==> config.mk <==
export PLATFORM = sky130hd
export DESIGN_NAME = pipeline_hazard_controller
export DESIGN_NICKNAME = d
export VERILOG_FILES = /design/src/rtl/pipeline_hazard_controller.sv
export SDC_FILE = /design/constraint.sdc
export NUM_CORES = 1
export LEC_CHECK = 0
export BUFFER_PORTS_ARGS = -buffer_cell sky130_fd_sc_hd__buf_2
export CAP_MARGIN = 20
export CORE_MARGIN = 3
export CORE_UTILIZATION = 46
export DETAILED_ROUTE_END_ITERATION = 6
export GPL_TIMING_DRIVEN = 0
export PLACE_DENSITY = 0.81
export SYNTH_ARGS = -nofsm -noshare
export SYNTH_HDL_FRONTEND = slang
export SYNTH_SLANG_ARGS = --single-unit
==> constraint.sdc <==
create_clock -name CLK -period 1.9 [get_ports CLK]
set_input_delay 0.095 -clock CLK [delete_from_list [all_inputs] [get_ports CLK]]
set_output_delay 0.095 -clock CLK [all_outputs]
set_load 0.01 [all_outputs]
==> src/rtl/pipeline_hazard_controller.sv <==
// Pipeline sequencer: drives the inter-stage latch commands and PC enable from
// cache handshakes, load-use hazards, MEM-stage redirects and halt.
module pipeline_hazard_controller #(
  parameter int CNT_W = 16
) (
  input  logic             CLK,
  input  logic             nRST,
  input  logic             ihit,
  input  logic             dhit,
  input  logic             m_dREN,
  input  logic             m_dWEN,
  input  logic             m_halt,
  input  logic             m_redirect,
  input  logic             e_dREN,
  input  logic [4:0]       e_regWSEL,
  input  logic [4:0]       d_rs,
  input  logic [4:0]       d_rt,
  output logic             pc_en,
  output logic [1:0]       ifid_state,
  output logic [1:0]       idex_state,
  output logic [1:0]       exmem_state,
  output logic [1:0]       memwb_state,
  output logic             dmem_ren,
  output logic             dmem_wen,
  output logic             halted,
  output logic [CNT_W-1:0] stall_cycles
);

  // state | meaning
  // RUN   | normal issue; hazards resolved by priority decode
  // DWAIT | data access outstanding; pipe frozen until dhit
  // HALT  | core stopped; sticky until reset
  typedef enum logic [1:0] {RUN, DWAIT, HALT} state_t;

  localparam logic [1:0] PIPE_ENABLE = 2'd0;
  localparam logic [1:0] PIPE_STALL  = 2'd1;
  localparam logic [1:0] PIPE_NOP    = 2'd2;

  state_t state;
  state_t state_next;
  logic   memop;
  logic   loaduse;

  assign memop   = m_dREN | m_dWEN;
  assign loaduse = e_dREN && (e_regWSEL != 5'd0) &&
                   ((e_regWSEL == d_rs) || (e_regWSEL == d_rt));

  // RUN and DWAIT share one decode; DWAIT is left the cycle dhit arrives.
  always_comb begin
    state_next  = RUN;
    pc_en       = 1'b1;
    ifid_state  = PIPE_ENABLE;
    idex_state  = PIPE_ENABLE;
    exmem_state = PIPE_ENABLE;
    memwb_state = PIPE_ENABLE;
    if (state == HALT) begin
      state_next  = HALT;
      pc_en       = 1'b0;
      ifid_state  = PIPE_STALL;
      idex_state  = PIPE_STALL;
      exmem_state = PIPE_STALL;
      memwb_state = PIPE_STALL;
    end else if (m_halt) begin
      state_next  = HALT;
      pc_en       = 1'b0;
      ifid_state  = PIPE_NOP;
      idex_state  = PIPE_NOP;
      exmem_state = PIPE_NOP;
    end else if (memop && !dhit) begin
      state_next  = DWAIT;
      pc_en       = 1'b0;
      ifid_state  = PIPE_STALL;
      idex_state  = PIPE_STALL;
      exmem_state = PIPE_STALL;
      memwb_state = PIPE_NOP;
    end else if (m_redirect) begin
      ifid_state  = PIPE_NOP;
      idex_state  = PIPE_NOP;
      exmem_state = PIPE_NOP;
    end else if (loaduse) begin
      pc_en       = 1'b0;
      ifid_state  = PIPE_STALL;
      idex_state  = PIPE_NOP;
    end else if (!ihit) begin
      pc_en       = 1'b0;
      ifid_state  = PIPE_NOP;
    end
  end

  assign halted   = (state == HALT);
  assign dmem_ren = m_dREN && (state != HALT);
  assign dmem_wen = m_dWEN && (state != HALT);

  always_ff @(posedge CLK or negedge nRST) begin
    if (!nRST) begin
      state        <= RUN;
      stall_cycles <= '0;
    end else begin
      state <= state_next;
      if ((state != HALT) && !pc_en && (stall_cycles != {CNT_W{1'b1}}))
        stall_cycles <= stall_cycles + 1'b1;
    end
  end

endmodule

==> out/metrics.cfg <==
[sta]
finalSetupTns_ns = 0
slew_headroom_pct = 67.80
setup_viol = 0
final.period_utilization_pct = 95.54
final_hold_viol_count = 0
skew_ns = 0.005887
worst_slack_ns = 0.08481
drv_slew = 0
tightest_slew_ns = 0.4779
max_freq_mhz = 550.9
min_period_ns = 1.815
rsz0062_at_grt = true

[route]
routedWlPerCell_um = 11.80
num_vias = 1055
drt-initial-drc-count = 16
routed_wl_um = 2396
remaining_drc_errors = 0
vias_per_cell = 5.197
dr.pass1.iters = 5
ant_nets = 0

[grt]
grt_pass1_wl_um = 3891
grt_max_degree = 19
grt_use_total_pct = 17.68
antenna_found_initial = 0
grt_pass1_vias = 970
grt_overflow_total = 0

[cts]
cts_buffer_depth = 2
cts_buffers = 3
cts_tree = done
insertion_delay_ns = 0.30
htreeDepth = 1
cts.clk_slew.worst_paths_ns = 0.10
cts-root-buf = clkbuf_4
clock-sinks = 18

[placed_design]
place_area_mm2 = 0.001400
io_buffer_count = 51
dp_hpwl_um = 1896
routabilityCongestion = 0.7966
dp_slack_ns = -0.07940

[setup_path]
critPathRequiredTime_ns = 2.08
cp_cell_sequence = ha_2 > nand3_2 > or2_4 > nor3b_4 > buf_4 > nor3_1 > xor2_1
cpMaxStageDelayCell = dfrtp_1
crit_path_max_fanout = 5
r2r-start = stall_cycles[0]$_DFFE_PN0P_
reg2reg_to = stall_cycles[13]$_DFFE_PN0P_
cpPeakStageDelay_ns = 0.39
crit_arrival_ns = 1.99
end_kind = register
reg2regPathDepth = 7
rrSetupSlack_ns = 0.08
start_kind = register
path_class = reg -> reg

[die]
die_h_um = 55.12
io_pins = 52
die_w_um = 55.12
dieArea_mm2 = 0.003038
start_util_pct = 49.22
coreArea_mm2 = 0.002255
row_count = 17

[cells_and_area]
final_area_mm2 = 0.001480
diodes = 0
drive_above_1_share_pct = 40.57
nets = 202
final_common_cell = buf_2
final_cell_mix = 51 x buf_2, 18 x dfrtp_1, 13 x nand2_1
final_util_pct = 65.65
area_delta_synth_final_pct = 33.37

[yosys]
synth_largest_area_cell = dfrtp_1
synth_top_flop_cell = dfrtp_1
synth_cell_types = 32
synth_top_family_by_area = simple AND/OR/NAND/NOR gates
seq_area_frac_synth_pct = 40.59
synthesis.area_mm2 = 0.001110
synth_compound_area_share_pct = 6.652
synthAdderAreaFrac_pct = 1.127
synth_nets = 142
ys_seq_elements = 18
synthCells = 117
synthXorXnorAreaFrac_pct = 18.15
synth-warning-count = 0
synthMuxAreaShare_pct = 3.382
synth-simple-area-share_pct = 25.93
yosys-top-cells-area = dfrtp_1 41%, xor2_1 9.5%, xnor2_1 8.7%
synth_edf_count = 0
synth_top_cell_area_share_pct = 40.59
async_flop_share_pct = 100.0
syn_avg_cell_area_um2 = 9.486

[power]
p_leak_nw = 0.6744
pwr_density_cell_mw_per_mm2 = 495.6
peakVddDrop_mv = 0.3280

[hold_path]
hold_path.class = in -> reg
min-delay-start = m_halt
hold_end = state[1]$_DFF_PN0_
min_path_cells = 2

[run_status]
status = complete, no violations

[job]
max_cap_violations = 0

## kinds of logic after synthesis
family                   after synthesis
XOR/XNOR                              23
buffers and inverters                  7
flip-flops                            18
AO/OA/AOI/OAI                         10
adder cells (fa/ha/maj)                1
AND/OR/NAND/NOR                       55
multiplexers                           3
## through the flow
stage               std cells  total power, W  hold WS (ns)
floorplan                 117       0.0004860       -0.2006
global placement          196       0.0005469       0.03696
detailed placement        196       0.0005525       0.03995
CTS                       200       0.0007369       0.08896
global route              203       0.0007767        0.1302
finish                    203       0.0007335       0.08852
## report_power, final
part,internal (W),total (W),switching (W)
Clock,0.0000739,0.000186,0.000112
Sequential,0.000400,0.000420,0.0000198
Combinational,0.0000643,0.000128,0.0000636
## cell usage after synthesis (3+ instances only)
master,number
nand2_1,13
nor2_1,8
a21oi_1,4
xor2_1,12
xnor2_1,11
nand2b_1,4
nand3_1,5
nor3_1,11
buf_4,3
dfrtp_1,18
## worst max-delay path, delay by kind of cell (launching register included)
| kind | cells | cell delay [ns] |
|---|---|---|
| buf+inv | 1 | 0.20 |
| fa+ha+maj | 1 | 0.20 |
| flops | 1 | 0.39 |
| xor+xnor | 1 | 0.14 |
| simple gates | 4 | 0.77 |
## flip-flops by register name, indices dropped and copies added (netlist names)
signal	cells
stall_cycles	16
state	2
## area by class of cell
type                            instances  area (um^2)
Multi-Input combinational cell         92        631.9
Inverter                                2        7.507
Tap cell                               28        35.03
Sequential cell                        18        450.4
Buffer                                  5        45.04
Fill cell                             202        774.5
Clock buffer                            3        22.52
Timing Repair Buffer                   55        287.8
## per-layer routing
layer  up-vias  global-route usage, %  part of all wire, %
met5         -                      0                    0
li1        516                      -                    -
met1       487                  21.00                   41
met3         5                  1.609                  7.8
met4         0                  9.717                  2.3
met2        47                  31.10                   49
## worst max-delay path by stage
stage                                            from                           end  cells past startpoint
after floorplan           stall_cycles[0]$_DFFE_PN0P_  stall_cycles[10]$_DFFE_PN0P_                      7
after global placement    stall_cycles[0]$_DFFE_PN0P_  stall_cycles[10]$_DFFE_PN0P_                      7
after detailed placement  stall_cycles[0]$_DFFE_PN0P_   stall_cycles[7]$_DFFE_PN0P_                      7
after CTS                 stall_cycles[0]$_DFFE_PN0P_   stall_cycles[7]$_DFFE_PN0P_                      7
after global routing      stall_cycles[0]$_DFFE_PN0P_  stall_cycles[13]$_DFFE_PN0P_                      7
final                     stall_cycles[0]$_DFFE_PN0P_  stall_cycles[13]$_DFFE_PN0P_                      7
## timing repair
action | CTS | global route
hold endpoints to repair | 18 | 0
hold buffers | 1 | 0
setup buffers | 0 | 2
gates resized for setup | 3 | 5
pin swaps | 0 | 2
endpoints found under the setup margin | 11 | 11
cloned | 0 | 1
(Power assumes the default switching activity.)
